**config.mk**
```make
export PLATFORM = sky130hd
export DESIGN_NAME = bluetooth_tx
export DESIGN_NICKNAME = d
export VERILOG_FILES = /design/src/rtl/bluetooth_tx.sv
export SDC_FILE = /design/constraint.sdc
export NUM_CORES = 1
export LEC_CHECK = 0
export CAP_MARGIN = 10
export CORE_UTILIZATION = 25
export CTS_BUF_LIST = sky130_fd_sc_hd__clkbuf_16
export DETAILED_ROUTE_END_ITERATION = 8
export GPL_ROUTABILITY_DRIVEN = 1
export GPL_TIMING_DRIVEN = 0
export SYNTH_ARGS = -nofsm -noshare
export SYNTH_HDL_FRONTEND = slang
export SYNTH_SLANG_ARGS = --single-unit
```
**constraint.sdc**
```tcl
create_clock -name clk -period 4.5 [get_ports clk]
set_input_delay 0.675 -clock clk [delete_from_list [all_inputs] [get_ports clk]]
set_output_delay 0.675 -clock clk [all_outputs]
set_load 0.02 [all_outputs]
```
**src/rtl/bluetooth_tx.sv**
```systemverilog
// bluetooth_tx: 8N1 UART transmitter, LSB first, idle-high line, fed by a small byte FIFO.
// Frames follow each other back-to-back while the FIFO holds data.
module bluetooth_tx #(
    parameter int CLKS_PER_BIT = 10417,
    parameter int FIFO_DEPTH   = 4
) (
    input  logic       clk,
    input  logic       rst,
    input  logic [7:0] data_in,
    input  logic       wr_en,
    output logic       full,
    output logic       tx,
    output logic       busy
);
    localparam int BW = $clog2(CLKS_PER_BIT);
    localparam int PW = $clog2(FIFO_DEPTH);
    localparam logic [BW-1:0] BAUD_MAX = BW'(CLKS_PER_BIT - 1);
    localparam logic [PW:0] DEPTH = (PW+1)'(FIFO_DEPTH);

    typedef enum logic [1:0] {IDLE, START, DATA, STOP} state_t;

    state_t          state, state_n;
    logic [7:0]      mem [FIFO_DEPTH];
    logic [PW-1:0]   wr_ptr, rd_ptr;
    logic [PW:0]     count;
    logic [7:0]      shift, shift_n;
    logic [2:0]      idx, idx_n;
    logic [BW-1:0]   baud, baud_n;
    logic            baud_end, push, pop, tx_d;

    assign full     = count == DEPTH;
    assign busy     = (state != IDLE) || (count != '0);
    assign baud_end = baud == BAUD_MAX;
    assign push     = wr_en && !full;
    // A pop loads the shifter either from idle or on the last stop-bit cycle.
    assign pop      = (count != '0) && (state == IDLE || (state == STOP && baud_end));

    always_ff @(posedge clk) begin
        if (rst) begin
            state  <= IDLE;
            shift  <= '0;
            idx    <= '0;
            baud   <= '0;
            tx     <= 1'b1;
            wr_ptr <= '0;
            rd_ptr <= '0;
            count  <= '0;
        end else begin
            state  <= state_n;
            shift  <= shift_n;
            idx    <= idx_n;
            baud   <= baud_n;
            tx     <= tx_d;
            wr_ptr <= push ? wr_ptr + PW'(1) : wr_ptr;
            rd_ptr <= pop ? rd_ptr + PW'(1) : rd_ptr;
            count  <= count + (PW+1)'(push) - (PW+1)'(pop);
        end
    end

    always_ff @(posedge clk) begin
        if (push) mem[wr_ptr] <= data_in;
    end

    always_comb begin
        state_n = state;
        shift_n = shift;
        idx_n   = idx;
        baud_n  = (state == IDLE || baud_end) ? '0 : baud + BW'(1);
        if (pop) begin
            state_n = START;
            shift_n = mem[rd_ptr];
            baud_n  = '0;
        end else if (baud_end) begin
            case (state)
                START: begin
                    state_n = DATA;
                    idx_n   = '0;
                end
                DATA: begin
                    shift_n = shift >> 1;
                    idx_n   = idx + 3'd1;
                    state_n = (idx == 3'd7) ? STOP : DATA;
                end
                STOP:    state_n = IDLE;
                default: state_n = state;
            endcase
        end
    end

    // Line level is computed from the next state so the registered tx lines up with it.
    always_comb begin
        tx_d = (state_n == START) ? 1'b0 : (state_n == DATA) ? shift_n[0] : 1'b1;
    end
endmodule

```
==> qor.csv <==
metric,value,unit
outcome,"complete, no violations",
final.setup_skew,0.006543,ns
ir_drop,0.0002314,V
antenna_found_initial,0,
clkTransAtPathRegs,0.06,ns
dr_wl_met2,2509,um
avgSynthCellArea,11.97,um2
netlist-cell-type-count,41,
cpPeakStageDelay,0.51,ns
cp-start-kind,flip-flop,
post_cts_buffers,0,
ys_ff_latch,69,
top_layer,met4,
row_count,39,
power_per_cell_area,559.5,mW/mm2
internal_power,1.415,mW
cts_hold_buf,0,
vias,1856,
maxCapViolations,0,
area_growth,20.57,%
cts-buffers-inserted,9,
nFillCells,1171,
p_leak,1.220,nW
p_seq_share,40.7,%
worstSetupEndpointType,flip-flop,
crit_path_end,count[1],
clock_latency,0.33,ns
synth_edf_count,32,
core-area,0.01152,mm2
r2r-start,baud[0],
diodes,0,
wire_per_inst,12.50,um
ys_seq_area_share,57.34,%
antenna_left,0,
rsz0062_at_grt,no,
grt_pass1_wl,8873,um
cts_root_buf,clkbuf_16,
io_buffers,13,
crit_start,baud[0],
initial_utilization,25.77,%
hold_path.class,reg -> reg,
crit_fanout,8,
ys_warn_count,0,
cts.sink_count,69,
grt_pass1_vias,1891,
clkPwrFrac,35.0,%
crit_required,4.70,ns
synth_nets,274,
num_io_pins,14,
h-tree-depth,3,
path_cells,inv_1 -> ha_1 -> nand4b_1 -> nor4_4 -> a21o_1 -> nand2_2 -> inv_1 -> ha_1 -> inv_1 -> ha_1 -> fa_1 -> nor2b_1,
worst_ep_arrival_time,3.11,ns
setup_viol,0,
switching_share,29.35,%
dr.pass1.iters,4,
post-dp-hpwl,3597,um
die_height,111.0,um
worstSetupPathType,reg -> reg,
drv_slew,0,
ys_top_cells_by_area,"edfxtp_1 (32%), dfxtp_1 (25%), mux4_2 (6.1%), ha_1 (5.9%), xnor2_1 (3.0%)",
hold_violations,0,
finalCritPeriodShare,64.75,%
layout.nets,298,
worst_pin_slew,0.6849,ns
synth_top_area_cell,edfxtp_1,
gr-total-overflow,0,
synthDominantCellAreaShare,32.38,%
p_comb_share,24.3,%
die_x,111.0,um
clockBufferDepth,2,
globalplace.congestion,0.7446,
reg2reg_depth,12,
routedLengthMet1,2476,um
wirelength,5251,um
syn-instance-count,248,
finalCoreUtilization,31.07,%
async_flop_share,0,%
grt_usage,9.258,%
synth_area,0.002968,mm2
setup_tns,0,ns
rrSetupSlack,1.59,ns
wl_met3,187,um
avgViaCountPerCell,4.419,
worstHoldPathCells,2,
grt_max_degree,14,
max_freq,343.2,MHz
slew_headroom,54.34,%
synth-main-ff-cell,dfxtp_1,
drive_gt1_share,11.19,%
drt_iter0_markers,91,
drc,0,
slowest_stage,nor4_4,
tritoncts,done,
ctsResizeCount,0,
dieArea,0.01231,mm2
period_needed,2.914,ns
r2r-end,count[1],
power_switching,0.5877,mW
## Yosys cell counts (2+ instances only)
| cell type | instances |
|---|---|
| nor3_1 | 10 |
| edfxtp_1 | 32 |
| nand4_1 | 3 |
| inv_1 | 16 |
| nand4b_1 | 2 |
| xor2_1 | 5 |
| nor2b_1 | 4 |
| buf_2 | 2 |
| a21oi_1 | 8 |
| a311oi_1 | 7 |
| a31o_2 | 2 |
| and2_1 | 4 |
| ha_1 | 14 |
| mux4_2 | 8 |
| xnor2_1 | 10 |
| nor2_1 | 21 |
| nand2_1 | 17 |
| dfxtp_1 | 37 |
| and3_1 | 4 |
| or3_1 | 3 |
| mux2i_1 | 2 |
| clkbuf_1 | 7 |
| nand3_1 | 12 |
## cell families (layout without fill, tap and decap cells)
kind of cell	Yosys count	count (layout)	synth area share (%)
muxes	11	11	7.125
xor gates and xnor gates	15	15	4.426
buffers and inverters	26	55	3.373
and+or+nand+nor	88	88	15.47
adders and majority gates	15	15	6.577
DFF	69	69	57.34
AOI/OAI and AO/OA	24	24	5.692
## final cells by class
cell class | instances | area, um2 | area share (%)
Sequential cell | 69 | 1702 | 47.55
Multi-Input combinational cell | 153 | 1166 | 32.59
Clock buffer | 9 | 225.2 | 6.294
Tap cell | 143 | 178.9 | 5.000
Timing Repair Buffer | 13 | 130.1 | 3.636
Clock inverter | 7 | 76.32 | 2.133
Inverter | 16 | 60.06 | 1.678
Buffer | 10 | 40.04 | 1.119
## worst max-delay path, delay by kind of cell (launching register included)
family / cells / cell delay [ns]
buffers and inverters: 3 / 0.29
AND/OR/NAND/NOR: 4 / 0.96
adder cells (fa/ha/maj): 4 / 0.92
AO/OA/AOI/OAI: 1 / 0.27
flip-flops: 1 / 0.35
## through the flow
stage	cells	power, mW	hold slack [ns]	instance area, um2	worst slack, ns
after CTS	420	2.029	0.4621	3578	1.547
final	420	2.002	0.4612	3578	1.586
after floorplan	248	1.182	0.4356	2968	1.888
after global placement	404	1.310	0.4483	3277	1.547
after detailed placement	404	1.320	0.4550	3277	1.563
after global routing	420	2.117	0.5003	3578	1.357
## power groups by stage
stage	registers [mW]	logic, mW	clock network [mW]
detailed placement	0.826	0.494	0
finish	0.815	0.487	0.700
CTS	0.814	0.496	0.720
floorplan	0.818	0.364	0
global route	0.825	0.548	0.744
global placement	0.823	0.487	0
## routing by layer
layer	track usage, %	vias to the layer above
li1	-	937
met1	10.85	886
met2	15.47	24
met3	2.952	9
met4	4.110	0
met5	0	-
## cell usage in the layout, fill, tap and decap left out, drive strengths merged, types with 4 or more instances in the layout
cell,Yosys,final
xor2,5,5
nand2,18,18
dfxtp,37,37
ha,14,14
nor2,21,21
xnor2,10,10
edfxtp,32,32
and2,4,4
nor3,10,10
a311oi,7,7
a21oi,9,9
nor2b,4,4
clkdlybuf4s50,0,13
nand3,12,12
inv,16,18
and3,4,4
mux4,8,8
clkbuf,7,16
## worst min path at each step
stage,start,to,slack (ns)
floorplan,idx[1],idx[1],0.44
global placement,idx[1],idx[1],0.45
detailed placement,idx[2],idx[2],0.45
CTS,idx[2],idx[2],0.46
global route,idx[1],idx[1],0.50
finish,idx[2],idx[2],0.46
## flip-flops by register name, indices dropped and copies added, names as in the netlist, named ones only
register and count:
mem 32, baud 14, tx 1, shift 8
state 2, count 3, rd_ptr 2, idx 3
wr_ptr 2
(Power assumes the default switching activity.)
==> RTL change: new RTL, config.mk and constraints unchanged <==
`FIFO_DEPTH`: 4 -> 2.
--- a/src/rtl/bluetooth_tx.sv
+++ b/src/rtl/bluetooth_tx.sv
@@ -2,7 +2,7 @@
 // Frames follow each other back-to-back while the FIFO holds data.
 module bluetooth_tx #(
     parameter int CLKS_PER_BIT = 10417,
-    parameter int FIFO_DEPTH   = 4
+    parameter int FIFO_DEPTH   = 2
 ) (
     input  logic       clk,
     input  logic       rst,
Behaviour: not the same (Yosys sat finds a counterexample within 4 cycles, from zero or initial values and one cycle with rst high).
==> RTL change against the unedited design <==
Wire length is 27% lower. Sequential cell count down 20. Worst setup slack lost 0.017 ns. Final cell count is 20% lower. Critical path depth shrank 1. Final area down 28%. Core utilization about the same. Power down 34%. Area after synthesis is 27% lower. Non-clock buffer count stayed put. Critical endpoint unchanged. Largest cell class unchanged.
==> RTL change: results (changes against the unedited design) <==
Logic synthesis
  • Library cells used by synthesis: 40 (-2.4%)
  • Syn avg cell area: 10.5 um2 (-13%)
  • Synth Area in XOR/XNOR: 5.63% (+1.2 points)
  • Compound-Gate Fraction of Synth Area: 9.14% (+3.4 points)
  • EDFF count, synth: 16 (-50%)
  • Top post-synthesis cells by count: dfxtp_1 (33), nor2_1 (25), edfxtp_1 (16)
  • Sequential element share of the synthesized area: 52.4% (-4.9 points)
  • Synth async-reset ratio: 0% (unchanged)
  • Adder-cell area share of the yosys netlist: 5.17% (-1.4 points)
  • Synth Net Count: 228 (-17%)
  • Synth top area cells: dfxtp_1 (30%), edfxtp_1 (22%), ha_1 (5.2%)
  • Proportion of synthesized area in mux cells: 3.28% (-3.8 points)

Cells and area
  • Finished Layout Cells: 334 (-20%)
  • # nets final: 248 (-17%)
  • Biggest regs: mem (16), baud (14), shift (8)
  • Share of cells above drive strength 1: 8.73% (-2.5 points)

Worst setup path
  • Delay-heaviest family, CP: simple AND/OR/NAND/NOR gates
  • Worst path slowest cell: or4b_4
  • Register-to-Register Path Depth: 11 (-1)
  • FF-to-FF Start: baud[5]$_SDFF_PP0_
  • Maximum fanout along the worst path: 10 (+2)
  • WP data arrival: 3.12 ns (about the same)
  • Startpoint Class: flop

Power
  • Lkg Pwr: 0.898 nW (-26%)
  • Peak VDD IR: 0.236 mV (+2.0%)

Timing
  • Rel. slew slack: 50.3% (-4.0 points)
  • Worst Skew: 0.00818 ns (+0.00164 ns)
  • Post-route clock period utilization: 65.1% (+0.38 points)
  • Hold WS: 0.460 ns (-0.00130 ns)

Worst hold path
  • HP Start: idx[1]$_SDFFE_PP0P_
  • Hold path depth: 2 (unchanged)
  • Worst Hold End: idx[1]$_SDFFE_PP0P_

GRT
  • Initial antenna violation count: 0 (unchanged)
  • Largest net degree at the start of global routing: 19 (+5)
  • First-pass GRT wire length: 6820 um (-23%)
  • Vias in the first global route: 1440 (-24%)
  • Total GRT Usage: 9.79% (+0.53 points)

Clocking
  • Insertion delay to the later sink of the worst-skew pair: 0.29 ns (-0.04 ns)
  • Setup bufs post-CTS: 0 (unchanged)
  • Number of H-tree levels: 2 (-1)
  • Number of buffers created by CTS: 5 (-4)

Routing
  • Post-Route WL: 3820 um (-27%)
  • Number of vias in the routed layout: 1498 (-19%)
  • Drt first pass iters: 4 (unchanged)
  • DR iter-0 viols: 74 (-19%)

Placed design
  • GPL Wtd Cong: 0.715 (-3.9%)
  • Post-DP HPWL: 2740 um (-24%)
  • Cell Area, Placed: 2440 um2 (-26%)
  • Dpl ws: 1.53 ns (-0.0352 ns)

Status
  • Status: finished clean
RTL change: tightest hold or removal path, delay by kind of cell, from the launching register on:
kind            cells  cell delay [ns]
compound gates      1             0.05
flops               1             0.31
simple gates        1             0.05
RTL change: area by class of cell:
cell class | instances | area, um2
fillers | 892 | 5750
flip-flops and latches | 49 | 1140
multi-input cells | 141 | 940
well taps | 105 | 131
repair buffers | 13 | 130
clock buffers | 5 | 125
plain buffers | 10 | 66.3
inverters | 8 | 30.0
clock inverters | 3 | 28.8
RTL change: where the power goes:
group	leakage, nW	total [W]	internal (W)	switching, W
clock	0.0767	0.000393	0.000214	0.000179
sequential	0.418	0.000583	0.000542	0.0000406
combinational	0.403	0.000336	0.000141	0.000196
total	0.898	0.00131	0.000897	0.000415
RTL change: metal layers:
metal | global-route usage, % | part of all wire [%] | vias to the layer above
met5 | 0 | 0 | -
met4 | 4.92 | 2.3 | 0
met3 | 2.23 | 3.1 | 8
met2 | 14.5 | 43 | 21
met1 | 13.2 | 51 | 690
li1 | - | - | 779
